`config.mk`:
```
export PLATFORM = sky130hd
export DESIGN_NAME = i2c_slave_core
export DESIGN_NICKNAME = d
export VERILOG_FILES = /design/src/rtl/i2c_slave_pkg.sv /design/src/rtl/i2c_bus_sync.sv /design/src/rtl/i2c_slave_core.sv
export SDC_FILE = /design/constraint.sdc
export NUM_CORES = 1
export LEC_CHECK = 0
export ABC_CLOCK_PERIOD_IN_PS = 4220
export CELL_PAD_IN_SITES_DETAIL_PLACEMENT = 2
export CELL_PAD_IN_SITES_GLOBAL_PLACEMENT = 2
export CORE_ASPECT_RATIO = 0.5
export CORE_MARGIN = 1.5
export CORE_UTILIZATION = 35
export CTS_BUF_LIST = sky130_fd_sc_hd__clkbuf_4 sky130_fd_sc_hd__clkbuf_8 sky130_fd_sc_hd__clkbuf_16
export DETAILED_ROUTE_END_ITERATION = 8
export GPL_ROUTABILITY_DRIVEN = 0
export GPL_TIMING_DRIVEN = 0
export PLACE_DENSITY_LB_ADDON = 0.1
export SLEW_MARGIN = 5
export SYNTH_ARGS = -nofsm -noshare
export SYNTH_HDL_FRONTEND = slang
export SYNTH_HIERARCHICAL = 1
export SYNTH_SLANG_ARGS = --single-unit
```
`constraint.sdc`:
```
create_clock -name i2c_core_clock_i -period 4.22 [get_ports i2c_core_clock_i]
set_clock_uncertainty 0.15 [all_clocks]
set_input_delay 1.266 -clock i2c_core_clock_i [delete_from_list [all_inputs] [get_ports i2c_core_clock_i]]
set_output_delay 1.266 -clock i2c_core_clock_i [all_outputs]
set_load 0.01 [all_outputs]
```
`src/rtl/i2c_slave_pkg.sv`:
```
// Shared types and constants for the I2C slave core.
package i2c_slave_pkg;

  localparam logic [6:0]  DEFAULT_SLAVE_ADDR = 7'b1010101;
  // Shortest SCL high/low phase, in core clocks, that the slave is built to follow.
  localparam int unsigned MIN_PHASE_CLKS     = 4;

  typedef enum logic [2:0] {
    ST_IDLE,
    ST_ADDR,
    ST_ADDR_ACK,
    ST_WR_DATA,
    ST_WR_ACK,
    ST_RD_DATA,
    ST_RD_ACK
  } state_e;

endpackage

```
`src/rtl/i2c_bus_sync.sv`:
```
// SCL/SDA synchronisers, SCL edge detection and START/STOP detection.
module i2c_bus_sync #(
  parameter int unsigned SYNC_STAGES = 2
) (
  input  logic clk,
  input  logic rst_n,
  input  logic scl_i,
  input  logic sda_i,
  output logic sda_c,
  output logic scl_rise_c,
  output logic scl_fall_c,
  output logic start_c,
  output logic stop_c
);

  logic [SYNC_STAGES-1:0] scl_sync_q, scl_sync_d;
  logic [SYNC_STAGES-1:0] sda_sync_q, sda_sync_d;
  logic                   scl_prev_q, scl_prev_d;
  logic                   sda_prev_q, sda_prev_d;
  logic                   scl_s, sda_s;

  always_comb begin
    scl_sync_d = SYNC_STAGES'({scl_sync_q, scl_i});
    sda_sync_d = SYNC_STAGES'({sda_sync_q, sda_i});
    scl_s      = scl_sync_q[SYNC_STAGES-1];
    sda_s      = sda_sync_q[SYNC_STAGES-1];
    scl_prev_d = scl_s;
    sda_prev_d = sda_s;
    sda_c      = sda_s;
    scl_rise_c = scl_s & ~scl_prev_q;
    scl_fall_c = ~scl_s & scl_prev_q;
    // SDA may only change while SCL is high for START/STOP conditions.
    start_c    = scl_s & scl_prev_q & sda_prev_q & ~sda_s;
    stop_c     = scl_s & scl_prev_q & ~sda_prev_q & sda_s;
  end

  always_ff @(posedge clk) begin
    if (!rst_n) begin
      scl_sync_q <= '1;
      sda_sync_q <= '1;
      scl_prev_q <= 1'b1;
      sda_prev_q <= 1'b1;
    end else begin
      scl_sync_q <= scl_sync_d;
      sda_sync_q <= sda_sync_d;
      scl_prev_q <= scl_prev_d;
      sda_prev_q <= sda_prev_d;
    end
  end

endmodule

```
`src/rtl/i2c_slave_core.sv`:
```
// 7-bit addressed I2C slave: byte write sink and byte read source with open-drain SDA.
module i2c_slave_core
  import i2c_slave_pkg::*;
#(
  parameter logic [6:0]  SLAVE_ADDR  = DEFAULT_SLAVE_ADDR,
  parameter int unsigned SYNC_STAGES = 2
) (
  input  logic       i2c_core_clock_i,
  input  logic       preset_n_i,
  input  logic       scl_i,
  input  logic       sda_i,
  output logic       sda_oe_o,
  output logic [7:0] rx_data_o,
  output logic       rx_valid_o,
  input  logic       rx_ready_i,
  input  logic [7:0] tx_data_i,
  output logic       tx_req_o,
  output logic       rw_o,
  output logic       busy_o,
  output logic       start_det_o,
  output logic       stop_det_o
);

  logic sda_c, scl_rise_c, scl_fall_c, start_c, stop_c;

  i2c_bus_sync #(
    .SYNC_STAGES(SYNC_STAGES)
  ) u_bus_sync (
    .clk       (i2c_core_clock_i),
    .rst_n     (preset_n_i),
    .scl_i     (scl_i),
    .sda_i     (sda_i),
    .sda_c     (sda_c),
    .scl_rise_c(scl_rise_c),
    .scl_fall_c(scl_fall_c),
    .start_c   (start_c),
    .stop_c    (stop_c)
  );

  state_e     state_q, state_d;
  logic [2:0] bit_cnt_q, bit_cnt_d;
  logic [7:0] shift_q, shift_d;
  logic       phase_q, phase_d;
  logic       ack_ok_q, ack_ok_d;
  logic       sda_oe_q, sda_oe_d;
  logic [7:0] rx_data_q, rx_data_d;
  logic       rx_valid_q, rx_valid_d;
  logic       tx_req_q, tx_req_d;
  logic       rw_q, rw_d;
  logic       busy_q, busy_d;
  logic       start_det_q, start_det_d;
  logic       stop_det_q, stop_det_d;

  always_comb begin
    state_d     = state_q;
    bit_cnt_d   = bit_cnt_q;
    shift_d     = shift_q;
    phase_d     = phase_q;
    ack_ok_d    = ack_ok_q;
    sda_oe_d    = sda_oe_q;
    rx_data_d   = rx_data_q;
    rw_d        = rw_q;
    busy_d      = busy_q;
    rx_valid_d  = 1'b0;
    tx_req_d    = 1'b0;
    start_det_d = start_c;
    stop_det_d  = stop_c;

    if (stop_c) begin
      state_d   = ST_IDLE;
      sda_oe_d  = 1'b0;
      busy_d    = 1'b0;
      phase_d   = 1'b0;
      bit_cnt_d = 3'd0;
    end else if (start_c) begin
      state_d   = ST_ADDR;
      sda_oe_d  = 1'b0;
      busy_d    = 1'b0;
      phase_d   = 1'b0;
      bit_cnt_d = 3'd0;
    end else begin
      case (state_q)
        ST_ADDR: begin
          if (scl_rise_c) begin
            shift_d   = {shift_q[6:0], sda_c};
            bit_cnt_d = bit_cnt_q + 3'd1;
            if (bit_cnt_q == 3'd7) begin
              if (shift_d[7:1] == SLAVE_ADDR) begin
                state_d  = ST_ADDR_ACK;
                rw_d     = shift_d[0];
                busy_d   = 1'b1;
                tx_req_d = shift_d[0];
              end else begin
                state_d = ST_IDLE;
              end
            end
          end
        end
        // phase_q marks that the ACK bit is being driven; its end falls on the next SCL fall.
        ST_ADDR_ACK: begin
          if (scl_fall_c) begin
            if (!phase_q) begin
              sda_oe_d = 1'b1;
              phase_d  = 1'b1;
            end else begin
              phase_d   = 1'b0;
              bit_cnt_d = 3'd0;
              if (rw_q) begin
                shift_d  = tx_data_i;
                sda_oe_d = ~tx_data_i[7];
                state_d  = ST_RD_DATA;
              end else begin
                sda_oe_d = 1'b0;
                state_d  = ST_WR_DATA;
              end
            end
          end
        end
        ST_WR_DATA: begin
          if (scl_rise_c) begin
            shift_d   = {shift_q[6:0], sda_c};
            bit_cnt_d = bit_cnt_q + 3'd1;
            if (bit_cnt_q == 3'd7) begin
              rx_data_d  = shift_d;
              rx_valid_d = rx_ready_i;
              ack_ok_d   = rx_ready_i;
              state_d    = ST_WR_ACK;
            end
          end
        end
        ST_WR_ACK: begin
          if (scl_fall_c) begin
            if (!phase_q) begin
              sda_oe_d = ack_ok_q;
              phase_d  = 1'b1;
            end else begin
              sda_oe_d = 1'b0;
              phase_d  = 1'b0;
              state_d  = ST_WR_DATA;
            end
          end
        end
        ST_RD_DATA: begin
          if (scl_fall_c) begin
            if (bit_cnt_q == 3'd7) begin
              sda_oe_d  = 1'b0;
              bit_cnt_d = 3'd0;
              state_d   = ST_RD_ACK;
            end else begin
              shift_d   = {shift_q[6:0], 1'b0};
              sda_oe_d  = ~shift_q[6];
              bit_cnt_d = bit_cnt_q + 3'd1;
            end
          end
        end
        ST_RD_ACK: begin
          if (scl_rise_c) begin
            if (!sda_c) begin
              tx_req_d = 1'b1;
            end else begin
              state_d = ST_IDLE;
            end
          end else if (scl_fall_c) begin
            shift_d   = tx_data_i;
            sda_oe_d  = ~tx_data_i[7];
            bit_cnt_d = 3'd0;
            state_d   = ST_RD_DATA;
          end
        end
        default: begin
        end
      endcase
    end
  end

  always_ff @(posedge i2c_core_clock_i) begin
    if (!preset_n_i) begin
      state_q     <= ST_IDLE;
      bit_cnt_q   <= 3'd0;
      shift_q     <= 8'd0;
      phase_q     <= 1'b0;
      ack_ok_q    <= 1'b0;
      sda_oe_q    <= 1'b0;
      rx_data_q   <= 8'd0;
      rx_valid_q  <= 1'b0;
      tx_req_q    <= 1'b0;
      rw_q        <= 1'b0;
      busy_q      <= 1'b0;
      start_det_q <= 1'b0;
      stop_det_q  <= 1'b0;
    end else begin
      state_q     <= state_d;
      bit_cnt_q   <= bit_cnt_d;
      shift_q     <= shift_d;
      phase_q     <= phase_d;
      ack_ok_q    <= ack_ok_d;
      sda_oe_q    <= sda_oe_d;
      rx_data_q   <= rx_data_d;
      rx_valid_q  <= rx_valid_d;
      tx_req_q    <= tx_req_d;
      rw_q        <= rw_d;
      busy_q      <= busy_d;
      start_det_q <= start_det_d;
      stop_det_q  <= stop_det_d;
    end
  end

  assign sda_oe_o    = sda_oe_q;
  assign rx_data_o   = rx_data_q;
  assign rx_valid_o  = rx_valid_q;
  assign tx_req_o    = tx_req_q;
  assign rw_o        = rw_q;
  assign busy_o      = busy_q;
  assign start_det_o = start_det_q;
  assign stop_det_o  = stop_det_q;

endmodule

```
==> results of run 1 <==
## report_power, final
part	switching, uW	internal (uW)
logic	84.6	62.5
clock network	132	182
registers	6.99	347
## through the flow
stage               total power [uW]  utilization  hold slack [ns]  cells  setup WS (ns)
floorplan                        466            -            0.236    189           2.19
global route                     854        0.461            0.274    294           1.36
global placement                 505        0.438            0.238    286           1.18
detailed placement               509        0.438            0.254    286           1.17
CTS                              826        0.461            0.273    294           1.44
finish                           815        0.461            0.268    294           1.47
## state kept, by name, summed over array words and instances (netlist names), 2 cells and up
name,cells
bit_cnt_q,3
rx_data_o,8
state_q,3
u_bus_sync/scl_sync_q,2
u_bus_sync/sda_sync_q,2
shift_q,7
## synth_stat cells (all sizes together), types with 2 or more instances
cell / instances
and2: 2
inv: 4
nand2b: 8
nor2b: 5
a31oi: 2
nand2: 10
nand3: 4
o21ai: 10
xnor2: 2
and4b: 2
and3: 5
ha: 2
buf: 9
nor4: 3
a311oi: 7
nand3b: 3
dfxtp: 36
clkbuf: 3
nor3b: 2
nor3: 4
a21oi: 10
mux2i: 20
nor2: 22
## cells by family (layout without fill, tap and decap cells)
kind of cell | count (synthesis) | count (layout) | share of synthesized area
xor+xnor | 2 | 2 | 0.00972
compound gates | 40 | 40 | 0.164
fa+ha+maj | 2 | 2 | 0.0139
simple gates | 73 | 73 | 0.245
mux | 20 | 20 | 0.111
flops | 36 | 36 | 0.400
buf+inv | 16 | 51 | 0.0562
## final cells by class
class	count	area [um2]	share of cell area
buffer	12	86.3	0.0380
timing repair buffer	27	270	0.119
sequential	36	721	0.317
clock buffer	6	76.3	0.0336
clock inverter	2	35.0	0.0154
inverter	4	15.0	0.00661
multi-input combinational	137	981	0.432
tap	70	87.6	0.0385
## worst min-delay path by stage
| stage | to | slack, ns | startpoint |
|---|---|---|---|
| 2_1_floorplan | u_bus_sync/scl_sync_q[1] | 0.24 | u_bus_sync/scl_sync_q[0] |
| 3_3_place_gp | u_bus_sync/sda_sync_q[1] | 0.24 | u_bus_sync/sda_sync_q[0] |
| 3_5_place_dp | u_bus_sync/scl_sync_q[1] | 0.25 | u_bus_sync/scl_sync_q[0] |
| 4_1_cts | u_bus_sync/scl_sync_q[1] | 0.27 | u_bus_sync/scl_sync_q[0] |
| 5_1_grt | u_bus_sync/scl_sync_q[1] | 0.27 | u_bus_sync/scl_sync_q[0] |
| 6_report | u_bus_sync/scl_sync_q[1] | 0.27 | u_bus_sync/scl_sync_q[0] |
## per-layer routing
layer / global-route usage / vias to the layer above
met5: 0 / -
met4: 0.0486 / 0
met3: 0.0448 / 2
met2: 0.326 / 26
met1: 0.277 / 766
li1: - / 750
==> results.py, run 1 <==
metrics = {
    "cells_and_area": {
        "nets": 238,
        "mostFrequentLayoutCells": "dfxtp_1 (36), clkdlybuf4s50_1 (27), nor2_1 (22), mux2i_1 (20), nand2_1 (10)",
        "finalInstanceArea_um2": 2270,
        "drive_gt1_frac": 0.125,
        "final_common_cell": "dfxtp_1",
        "n_antenna_cell": 0,
        "areaGrowthSynthToFinish_pct": 26.0,
        "nFillCells": 540,
    },
    "logic_synthesis": {
        "synth-seq-cells": 36,
        "yosysSeqAreaShare": 0.400,
        "syn-num-nets": 204,
        "synth_ff_type": "dfxtp_1",
        "mappedNetlistArea_um2": 1800,
        "synth_top_area_share": 0.400,
        "yosys.area.top_type": "dfxtp_1",
        "synth_edf_count": 0,
        "avgSynthCellArea_um2": 9.54,
        "synth.area.top_cells": "dfxtp_1 (40%), mux2i_1 (11%), nor2_1 (4.6%)",
        "ys_async_sr_fraction": 0,
        "postSynthCellCount": 189,
        "ys.warnings.count": 6,
        "synth_cell_types": 51,
    },
    "global_route": {
        "grt.overflow.total": 0,
        "grt_max_degree": 14,
        "grt_pass1_wl_um": 8510,
        "grt_use_total": 0.201,
        "grt_pass1_vias": 1591,
        "antenna_found_initial": 0,
    },
    "setup_path": {
        "worstSetupPathType": "flip-flop to output port",
        "endpoint": "rw_o",
        "worst_ep_arrival_time_ns": 1.33,
        "worstRegToRegCells": 8,
        "worst_path_max_delay_cell": "clkdlybuf4s50_1",
        "r2r-start": "bit_cnt_q[0]",
        "worst_path_largest_cell_delay_ns": 0.59,
        "endpoint_kind": "output port",
        "startpoint": "rw_o",
        "rrSetupSlack_ns": 1.96,
        "cp_top_family": "buffers and inverters",
        "regToRegEndpoint": "rx_data_o[2]",
        "crit_chain": "clkdlybuf4s50_1",
        "critPathMaxFanout": 5,
        "crit_buf_inv": 1,
        "cp-start-kind": "flip-flop",
        "crit_required_ns": 2.80,
        "path_depth": 1,
    },
    "worst_hold_path": {
        "hold_path_depth": 1,
        "hp-class": "flip-flop to flip-flop",
    },
    "detailed_routing": {
        "dr.max_layer_used": "met4",
        "avgViaCountPerCell": 5.25,
        "vias": 1544,
        "drt-total-wl_um": 5330,
        "antenna_left": 0,
        "routed-wl-met3_um": 195,
        "drt-met1-wl_um": 2790,
        "wl_per_cell_um": 18.1,
        "drc": 0,
        "drt_iter0_drc": 38,
        "dr.pass1.iters": 5,
        "wl_met2_um": 2330,
    },
    "clock_tree": {
        "clock-root-buffer": "clkbuf_8",
        "clk_pin_slew_worst_paths_ns": 0.07,
        "cts_resized": 0,
        "cts_max_level": 2,
        "ctsHoldBuffers": 0,
        "cts_buffers": 5,
        "cts_tree": "built",
        "cts.sinks": 36,
        "clk_latency_ns": 0.29,
        "post_cts_buffers": 0,
        "clockBufferDepth": 2,
    },
    "timing": {
        "slew_headroom": 0.665,
        "timing.fmax_mhz": 364,
        "finalSetupTns_ns": 0,
        "rsz0062_at_grt": "no",
        "period_share": 0.652,
        "setup_violations": 0,
        "slew_viol_final": 0,
        "worstMarginPinSlew_ns": 0.497,
        "hold_violations": 0,
        "finalCriticalPeriod_ns": 2.75,
    },
    "placed_design": {
        "detailed_place_hpwl_um": 3860,
        "placed_cell_area_um2": 2160,
        "portBuffers": 27,
    },
    "power_and_ir_drop": {
        "ir_worst_vdd_uv": 148,
        "powerDensity_nw_per_um2": 359,
        "p_leak_uw": 0.000801,
    },
    "floorplanning": {
        "placeableCoreArea_um2": 4930,
        "die_h_um": 53.8,
        "initial_core_util": 0.366,
        "num_io_pins": 28,
        "die_w_um": 105,
        "num_rows": 18,
        "die_area_um2": 5620,
    },
    "outcome": {
        "status": "finished, final reports clean",
    },
    "run": {
        "max_cap_viol_count": 0,
    },
}
No activity file was read; power rests on OpenSTA's default activity.
==> inputs of run 2 (changes only) <==
--- a/config.mk
+++ b/config.mk
@@ -5,12 +5,12 @@
 export SDC_FILE = /design/constraint.sdc
 export NUM_CORES = 1
 export LEC_CHECK = 0
-export ABC_CLOCK_PERIOD_IN_PS = 4220
+export ABC_CLOCK_PERIOD_IN_PS = 2560
 export CELL_PAD_IN_SITES_DETAIL_PLACEMENT = 2
 export CELL_PAD_IN_SITES_GLOBAL_PLACEMENT = 2
 export CORE_ASPECT_RATIO = 0.5
 export CORE_MARGIN = 1.5
-export CORE_UTILIZATION = 35
+export CORE_UTILIZATION = 33
 export CTS_BUF_LIST = sky130_fd_sc_hd__clkbuf_4 sky130_fd_sc_hd__clkbuf_8 sky130_fd_sc_hd__clkbuf_16
 export DETAILED_ROUTE_END_ITERATION = 8
 export GPL_ROUTABILITY_DRIVEN = 0
==> constraint.sdc (replaced) <==
create_clock -name i2c_core_clock_i -period 2.56 [get_ports i2c_core_clock_i]
set_clock_uncertainty 0.15 [all_clocks]
set_input_delay 0.768 -clock i2c_core_clock_i [delete_from_list [all_inputs] [get_ports i2c_core_clock_i]]
set_output_delay 0.768 -clock i2c_core_clock_i [all_outputs]
set_load 0.01 [all_outputs]
==> results.py, run 2 (synthesized netlist as in run 1, its figures left out) <==
metrics = {
    "cells_and_area": {
        "post-route-util": 0.446,
        "nets": 238,
        "mostFrequentLayoutCells": "dfxtp_1 (36), clkdlybuf4s50_1 (27), nor2_1 (22), mux2i_1 (20), nand2_1 (10)",
        "fin_cells": 294,
        "drive_gt1_frac": 0.125,
        "finalInstanceArea_um2": 2270,
        "n_antenna_cell": 0,
        "largest_reg_flops": 8,
        "areaGrowthSynthToFinish_pct": 26.0,
        "final_common_cell": "dfxtp_1",
    },
    "clock_tree": {
        "cts_resized": 0,
        "ctsHoldBuffers": 0,
        "clk_latency_ns": 0.30,
        "cts_max_level": 2,
        "cts_tree": "built",
        "cts_buffers": 5,
        "post_cts_buffers": 0,
        "clock-root-buffer": "clkbuf_8",
        "clockBufferDepth": 2,
        "clk_pin_slew_worst_paths_ns": 0.08,
        "cts.sinks": 36,
    },
    "outcome": {
        "status": "finished, final reports clean",
    },
    "global_route": {
        "grt.overflow.total": 0,
        "grt_max_degree": 14,
        "grt_pass1_wl_um": 9140,
        "grt_use_total": 0.204,
        "grt_pass1_vias": 1666,
        "antenna_found_initial": 0,
    },
    "setup_path": {
        "r2r-start": "bit_cnt_q[0]",
        "worstRegToRegCells": 8,
        "regToRegEndpoint": "rx_data_o[5]",
        "crit_buf_inv": 2,
        "rrSetupSlack_ns": 0.27,
        "critPathMaxFanout": 10,
        "startpoint": "bit_cnt_q[0]",
        "worst_ep_arrival_time_ns": 2.31,
        "endpoint_kind": "flip-flop",
        "worst_path_max_delay_cell": "dfxtp_1",
        "cp_top_family": "buffers and inverters",
        "crit_chain": "ha_1 > ha_1 > clkbuf_1 > and3_1 > and3_1 > buf_4 > mux2i_1 > nor2_1",
        "worstSetupPathType": "flip-flop to flip-flop",
        "worst_path_largest_cell_delay_ns": 0.38,
        "crit_required_ns": 2.58,
        "cp-start-kind": "flip-flop",
    },
    "placed_design": {
        "placed_cell_area_um2": 2160,
        "dp.cells": 286,
        "detailed_place_hpwl_um": 3970,
        "portBuffers": 27,
    },
    "worst_hold_path": {
        "hp-class": "flip-flop to flip-flop",
        "hold_start": "u_bus_sync/scl_sync_q[0]",
        "hold_path_depth": 1,
        "whs_endpoint": "u_bus_sync/scl_sync_q[1]",
    },
    "floorplanning": {
        "num_rows": 18,
        "num_io_pins": 28,
        "die_w_um": 108,
        "die_h_um": 55.3,
        "initial_core_util": 0.354,
        "die_area_um2": 5940,
        "placeableCoreArea_um2": 5090,
    },
    "detailed_routing": {
        "drt_iter0_drc": 56,
        "dr.pass1.iters": 4,
        "vias": 1584,
        "avgViaCountPerCell": 5.39,
        "antenna_left": 0,
        "drt-total-wl_um": 5550,
        "wl_per_cell_um": 18.9,
        "drc": 0,
    },
    "timing": {
        "finalCriticalPeriod_ns": 2.29,
        "slew_headroom": 0.698,
        "hold_violations": 0,
        "timing.fmax_mhz": 437,
        "period_share": 0.894,
        "worstMarginPinSlew_ns": 0.452,
        "setup_violations": 0,
        "rsz0062_at_grt": "no",
        "hold_ws_ns": 0.287,
        "slew_viol_final": 0,
        "finalSetupTns_ns": 0,
    },
    "run": {
        "max_cap_viol_count": 0,
    },
    "power_and_ir_drop": {
        "ir_worst_vdd_uv": 204,
        "powerDensity_nw_per_um2": 594,
        "p_leak_uw": 0.000796,
    },
}
[run 2: final cells by class]
type	count	area, um2
fill	564	2820
multi-input combinational	137	981
sequential	36	721
timing repair buffer	27	270
tap	70	87.6
buffer	12	86.3
clock buffer	5	68.8
clock inverter	3	42.5
inverter	4	15.0
[run 2: through the flow]
| step | total power [uW] | setup WS (ns) |
|---|---|---|
| 6_report | 1350 | 0.273 |
| 2_1_floorplan | 768 | 0.634 |
| 3_3_place_gp | 833 | 0.0234 |
| 4_1_cts | 1360 | 0.277 |
| 5_1_grt | 1420 | 0.103 |
| 3_5_place_dp | 842 | -0.00260 |
[run 2: report_power, final]
group | internal [uW] | leakage (uW) | switching, uW | total, uW
clock network | 288 | 0.0000541 | 228 | 517
logic | 103 | 0.000451 | 146 | 249
registers | 573 | 0.000292 | 12.6 | 585
total | 964 | 0.000796 | 387 | 1350
[run 2: worst max-delay path by stage]
stage,end,depth (start not counted)
floorplan,shift_q[5],8
global placement,rx_data_o[0],4
detailed placement,rx_data_o[5],4
CTS,shift_q[4],8
global route,rx_data_o[4],7
finish,rx_data_o[5],8
[run 2: metal layers]
layer | vias to the layer above | track usage | wire length (um)
met5 | - | 0 | 0
met4 | 0 | 0.0395 | 40
met3 | 6 | 0.0484 | 153
met2 | 26 | 0.315 | 2450
met1 | 803 | 0.292 | 2900
li1 | 749 | - | -
[run 2: worst reg2reg max path, stage by stage (launching register included)]
cell and delay [ns]:
dfxtp_1 0.38, ha_1 0.17, ha_1 0.13, clkbuf_1 0.35, and3_1 0.29, and3_1 0.20, buf_4 0.22, mux2i_1 0.22
nor2_1 0.06
